<file path="src/rtl/elevator_car_drive.sv">
// elevator_car_drive: car-side responder for the elevator controller.
// Runs timed one-floor travel and door cycles, and reports door, load,
// floor and fault status back to the controller.
// Optional feature: define CAR_DOOR_REVERSAL_EN so that obstruction during
// door closing reopens the door. Otherwise obstruction only extends the hold.
module elevator_car_drive #(
  parameter int unsigned TRAVEL_CYCLES    = 16,
  parameter int unsigned DOOR_MOVE_CYCLES = 4,
  parameter int unsigned DOOR_HOLD_CYCLES = 8,
  parameter int unsigned LOAD_LIMIT       = 200
) (
  input  logic       clk_i,
  input  logic       reset_i,
  input  logic       move_up_i,
  input  logic       move_down_i,
  input  logic       open_door_i,
  input  logic       obstruction_i,
  input  logic [7:0] load_weight_i,
  output logic       door_closed_o,
  output logic       overload_o,
  output logic [1:0] floor_pos_o,
  output logic       at_floor_o,
  output logic       motor_up_o,
  output logic       motor_down_o,
  output logic       door_motor_open_o,
  output logic       door_motor_close_o,
  output logic       limit_hit_o,
  output logic       fault_o
);

  localparam int unsigned MaxA = (TRAVEL_CYCLES > DOOR_MOVE_CYCLES) ?
                                 TRAVEL_CYCLES : DOOR_MOVE_CYCLES;
  localparam int unsigned MaxP = (MaxA > DOOR_HOLD_CYCLES) ? MaxA : DOOR_HOLD_CYCLES;
  // The counter only ever reaches MaxP-1.
  localparam int unsigned CntW = (MaxP > 1) ? $clog2(MaxP) : 1;

  localparam logic [CntW-1:0] TravelLast = CntW'(TRAVEL_CYCLES - 1);
  localparam logic [CntW-1:0] MoveLast   = CntW'(DOOR_MOVE_CYCLES - 1);
  localparam logic [CntW-1:0] HoldLast   = CntW'(DOOR_HOLD_CYCLES - 1);

  typedef enum logic [2:0] {
    StIdle,
    StTravelUp,
    StTravelDown,
    StDoorOpening,
    StDoorHold,
    StDoorClosing,
    StFault
  } state_e;

  state_e          state_q, state_d;
  logic [CntW-1:0] cnt_q, cnt_d;
  logic [1:0]      floor_q, floor_d;
  logic            overload_q;
  logic            limit_hit_q, limit_hit_d;
  logic            reopen;

`ifdef CAR_DOOR_REVERSAL_EN
  assign reopen = overload_q | open_door_i | obstruction_i;
`else
  assign reopen = overload_q | open_door_i;
`endif

  // Next-state, counter, floor and rejection-pulse logic.
  always_comb begin
    state_d     = state_q;
    cnt_d       = cnt_q + 1'b1;
    floor_d     = floor_q;
    limit_hit_d = 1'b0;
    unique case (state_q)
      StIdle: begin
        cnt_d = '0;
        if (move_up_i && move_down_i) begin
          state_d = StFault;
        end else if (open_door_i) begin
          state_d = StDoorOpening;
        end else if (move_up_i) begin
          if (floor_q != 2'd3 && !overload_q) state_d = StTravelUp;
          else                                limit_hit_d = 1'b1;
        end else if (move_down_i) begin
          if (floor_q != 2'd0 && !overload_q) state_d = StTravelDown;
          else                                limit_hit_d = 1'b1;
        end
      end
      StTravelUp: begin
        if (cnt_q == TravelLast) begin
          state_d = StIdle;
          cnt_d   = '0;
          floor_d = floor_q + 2'd1;
        end
      end
      StTravelDown: begin
        if (cnt_q == TravelLast) begin
          state_d = StIdle;
          cnt_d   = '0;
          floor_d = floor_q - 2'd1;
        end
      end
      StDoorOpening: begin
        if (cnt_q == MoveLast) begin
          state_d = StDoorHold;
          cnt_d   = '0;
        end
      end
      StDoorHold: begin
        // Any request to keep the door open restarts the dwell.
        if (open_door_i || obstruction_i || overload_q) begin
          cnt_d = '0;
        end else if (cnt_q == HoldLast) begin
          state_d = StDoorClosing;
          cnt_d   = '0;
        end
      end
      StDoorClosing: begin
        if (reopen) begin
          state_d = StDoorOpening;
          cnt_d   = '0;
        end else if (cnt_q == MoveLast) begin
          state_d = StIdle;
          cnt_d   = '0;
        end
      end
      StFault: begin
        cnt_d = '0;
      end
      default: begin
        state_d = StFault;
        cnt_d   = '0;
      end
    endcase
  end

  // State, status registers and Moore outputs registered from the next state.
  always_ff @(posedge clk_i) begin
    if (reset_i) begin
      state_q            <= StIdle;
      cnt_q              <= '0;
      floor_q            <= 2'd0;
      overload_q         <= 1'b0;
      limit_hit_q        <= 1'b0;
      door_closed_o      <= 1'b1;
      at_floor_o         <= 1'b1;
      motor_up_o         <= 1'b0;
      motor_down_o       <= 1'b0;
      door_motor_open_o  <= 1'b0;
      door_motor_close_o <= 1'b0;
      fault_o            <= 1'b0;
    end else begin
      state_q            <= state_d;
      cnt_q              <= cnt_d;
      floor_q            <= floor_d;
      overload_q         <= (32'(load_weight_i) > LOAD_LIMIT);
      limit_hit_q        <= limit_hit_d;
      door_closed_o      <= (state_d == StIdle) || (state_d == StFault);
      at_floor_o         <= !((state_d == StTravelUp) || (state_d == StTravelDown));
      motor_up_o         <= (state_d == StTravelUp);
      motor_down_o       <= (state_d == StTravelDown);
      door_motor_open_o  <= (state_d == StDoorOpening);
      door_motor_close_o <= (state_d == StDoorClosing);
      fault_o            <= (state_d == StFault);
    end
  end

  assign overload_o  = overload_q;
  assign floor_pos_o = floor_q;
  assign limit_hit_o = limit_hit_q;

endmodule

</file>
<file path="config.mk">
export PLATFORM = sky130hd
export DESIGN_NAME = elevator_car_drive
export DESIGN_NICKNAME = d
export VERILOG_FILES = /design/src/rtl/elevator_car_drive.sv
export SDC_FILE = /design/constraint.sdc
export NUM_CORES = 1
export LEC_CHECK = 0
export ABC_AREA = 1
export CORE_AREA = 2 2 54 56
export CTS_BUF_LIST = sky130_fd_sc_hd__clkbuf_4
export CTS_CLUSTER_SIZE = 40
export DETAILED_ROUTE_END_ITERATION = 10
export DIE_AREA = 0 0 56 58
export GPL_ROUTABILITY_DRIVEN = 0
export PLACE_DENSITY = 0.63
export SLEW_MARGIN = 20
export SYNTH_ARGS = -nofsm -noshare
export SYNTH_HDL_FRONTEND = slang
export SYNTH_SLANG_ARGS = --single-unit
</file>
<file path="constraint.sdc">
create_clock -name clk_i -period 1.8 [get_ports clk_i]
set_input_delay 0.36 -clock clk_i [delete_from_list [all_inputs] [get_ports clk_i]]
set_output_delay 0.36 -clock clk_i [all_outputs]
set_load 0.05 [all_outputs]
</file>
==> qor.csv <==
stage,metric,value,unit
critical_path,crit_arrival,1.77,ns
final_layout,syn_to_final_growth,27.2,%
power_and_ir_drop,comb_power_share,0.576,
synthesis,yosysTopAreaCell,dfxtp_1,
detailed_routing,drc,0,
critical_path,cp_common_cell,nand3_1,
power_and_ir_drop,p_switching,943,uW
sta,finalClockSkew,0.00118,ns
cts,root_buffer,clkbuf_4,
die,coreArea,2660,um2
detailed_routing,met3_length,137,um
sta,finalHoldViolCount,0,
outcome,outcome,finished clean,
sta,maxSlewHeadroom,0.754,
synthesis,ys.flop_type,dfxtp_1,
power_and_ir_drop,power_frac_clock,0.114,
synthesis,syn_inst,144,
cts,clock-sinks,18,
sta,tightest_slew,0.368,ns
cts,clk_pin_slew,0.11,ns
synthesis,synth_top_cell_area_share,0.348,
die,die_h,58,um
global_routing,antenna_found_initial,0,
synthesis,synth_warnings,0,
sta,setup_ws,0.241,ns
power_and_ir_drop,p_leak,0.642,nW
global_routing,grt_pass1_vias,906,
sta,fmax,641,MHz
cts,cts_hold_buf,0,
die,fp.dieW,56,um
cts,clock_latency,0.29,ns
final_layout,num_antenna_cells,0,
synthesis,yosysUniqueCellTypes,27,
detailed_routing,first_iter_violations,53,
cts,ctsHtreeMaxLevel,1,
power_and_ir_drop,max-vdd-ir-drop,965,uV
synthesis,async_flop_share,0,
detailed_routing,highest_layer,met4,
power_and_ir_drop,switching_share,0.501,
critical_path,cp_cell_sequence,ha_1 -> nand3_1 -> nand3_1 -> nand3_2 -> nor2_4 -> nand3_1 -> nor2_4 -> nor2_2,
critical_path,crit_path_max_fanout,5,
sta,period_share,0.866,
final_layout,final_area,1320,um2
placed_design,placed_cell_area,1290,um2
placed_design,dpl.hpwl,1730,um
detailed_routing,vias,977,
power_and_ir_drop,power,1.88,mW
synthesis,synth-edff-count,0,
die,num_rows,19,
global_routing,grt_max_degree,11,
critical_path,crit_slowest_cell,dfxtp_1,
synthesis,ys_ff_latch,18,
final_layout,nFillCells,273,
critical_path,end_kind,flip-flop,
power_and_ir_drop,power_density,1430,nW/um2
power_and_ir_drop,p_int,941,uW
critical_path,cpPeakStageDelay,0.37,ns
final_layout,layout-drive-gt1-share,0.243,
synthesis,yosys-top-cells-count,"nand2_1, inv_1, dfxtp_1",
synthesis,post-synth-top-count-cell,nand2_1,
detailed_routing,wl_met1,946,um
final_layout,fin_cells,204,
synthesis,synthTopCellsByArea,"dfxtp_1, nand2_1, nand3_1",
hold_path,worstHoldPathType,flip-flop to flip-flop,
cts,cts.repair.resized,0,
sta,report.final.slew_viol_count,0,
final_layout,seqCellArea,360,um2
detailed_routing,ant_nets,0,
detailed_routing,viasPerCell,4.79,
detailed_routing,drt_wl_total,2150,um
final_layout,multi_input_area,568,um2
sta,setup-tns-final,0,ns
global_routing,grt.total_usage,0.146,
synthesis,postSynthAreaPerCell,7.19,um2
placed_design,dp_slack,-0.0269,ns
sta,setup_viol,0,
synthesis,ys_seq_area_frac,0.348,
sta,hold_slack,0.464,ns
sta,finalCriticalPeriod,1.56,ns
global_routing,overflow,0,
job,drv_cap,0,
cts,cts_made_buffers,3,
die,dieArea,3250,um2
final_layout,final_util,0.494,
die,initial_utilization,0.389,
cts,cts_tree,yes,
final_layout,nets,189,
synthesis,netlist_area,1030,um2
critical_path,critical-path-top-delay-family,simple AND/OR/NAND/NOR gates,
placed_design,dp.cells,200,
cts,cts_setup_buffers,0,
critical_path,worstSetupPathType,flip-flop to flip-flop,
die,ioPinCount,25,
sta,rsz0062_at_grt,no,
detailed_routing,first_pass_iters,5,
global_routing,grt_pass1_wl,3770,um
power_and_ir_drop,pwr-share-seq,0.310,
detailed_routing,wl_per_cell,10.5,um
detailed_routing,met2_wirelength,1050,um
critical_path,path_buf_inv,0,
critical_path,cp.required,2.01,ns
synthesis,syn_nets,159,
placed_design,portBuffers,24,
cts,clock_path_buffers,2,
critical_path,crit_path_start_kind,flip-flop,
==> worst reg2reg max path: cells and delay by family, from the launching register on <==
family	cells	cell delay, ns
DFF	1	0.37
adders and majority gates	1	0.26
and+or+nand+nor	7	0.85
==> state kept, by name, summed over array words and instances (netlist names) <==
| register | count |
|---|---|
| limit_hit_o | 1 |
| motor_up_o | 1 |
| motor_down_o | 1 |
| cnt_q | 4 |
| door_closed_o | 1 |
| door_motor_close_o | 1 |
| door_motor_open_o | 1 |
| state_q | 3 |
| overload_o | 1 |
| at_floor_o | 1 |
| floor_pos_o | 2 |
| fault_o | 1 |
==> layout make-up <==
class	count	share of cell area
clock buffers	3	0.0171
multi-input cells	100	0.432
repair buffers	26	0.173
flip-flops and latches	18	0.274
inverters	25	0.0722
clock inverters	1	0.00285
well taps	31	0.0295
==> power groups by stage <==
stage	clock network (mW)	logic, mW	registers [mW]
6_report	0.214	1.09	0.585
5_1_grt	0.245	1.20	0.597
4_1_cts	0.226	1.10	0.583
3_5_place_dp	0	1.09	0.591
3_3_place_gp	0	1.08	0.594
2_1_floorplan	0	0.689	0.775
==> worst paths after layout <==
path,start,to,slack [ns],depth (start not counted)
setup reg to reg,cnt_q[0]$_SDFF_PP0_,at_floor_o$_SDFF_PP1_,0.24,8
setup / recovery,cnt_q[0]$_SDFF_PP0_,at_floor_o$_SDFF_PP1_,0.24,8
hold reg to reg,cnt_q[0]$_SDFF_PP0_,cnt_q[0]$_SDFF_PP0_,0.46,1
hold / removal,cnt_q[0]$_SDFF_PP0_,cnt_q[0]$_SDFF_PP0_,0.46,1
==> layer usage <==
| metal | track usage | vias to the layer above |
|---|---|---|
| met4 | 0.0612 | 0 |
| met3 | 0.0223 | 4 |
| met5 | 0 | - |
| li1 | - | 511 |
| met1 | 0.182 | 439 |
| met2 | 0.254 | 23 |
==> placed cells by master, fill, tap and decap left out <==
cell,count
a21oi_4,1
xor2_1,2
buf_4,13
o31ai_1,1
nand2_1,30
nand3_2,2
clkdlybuf4s50_1,13
nor2_4,4
o21ai_0,5
ha_1,1
nand4_1,2
nor2_2,6
a21oi_2,1
o211ai_1,1
nand2_2,2
nor3_1,2
nor3_2,2
inv_1,19
nand3_1,15
nor2_1,13
clkinv_2,1
dfxtp_1,18
nand2_4,4
a21oi_1,4
clkinv_1,3
clkbuf_4,3
inv_2,3
nor3b_1,1
a31oi_1,1
==> kinds of logic (layout without fill, tap and decap cells) <==
kind of cell               count (synthesis)  count (layout)  share of synthesized area
AOI/OAI and AO/OA                         14              14                     0.0883
xor gates and xnor gates                   2               2                     0.0169
adders and majority gates                  1               1                     0.0121
buffers and inverters                     26              55                      0.103
DFF                                       18              18                      0.348
and+or+nand+nor                           83              83                      0.432
(Power assumes the default switching activity.)
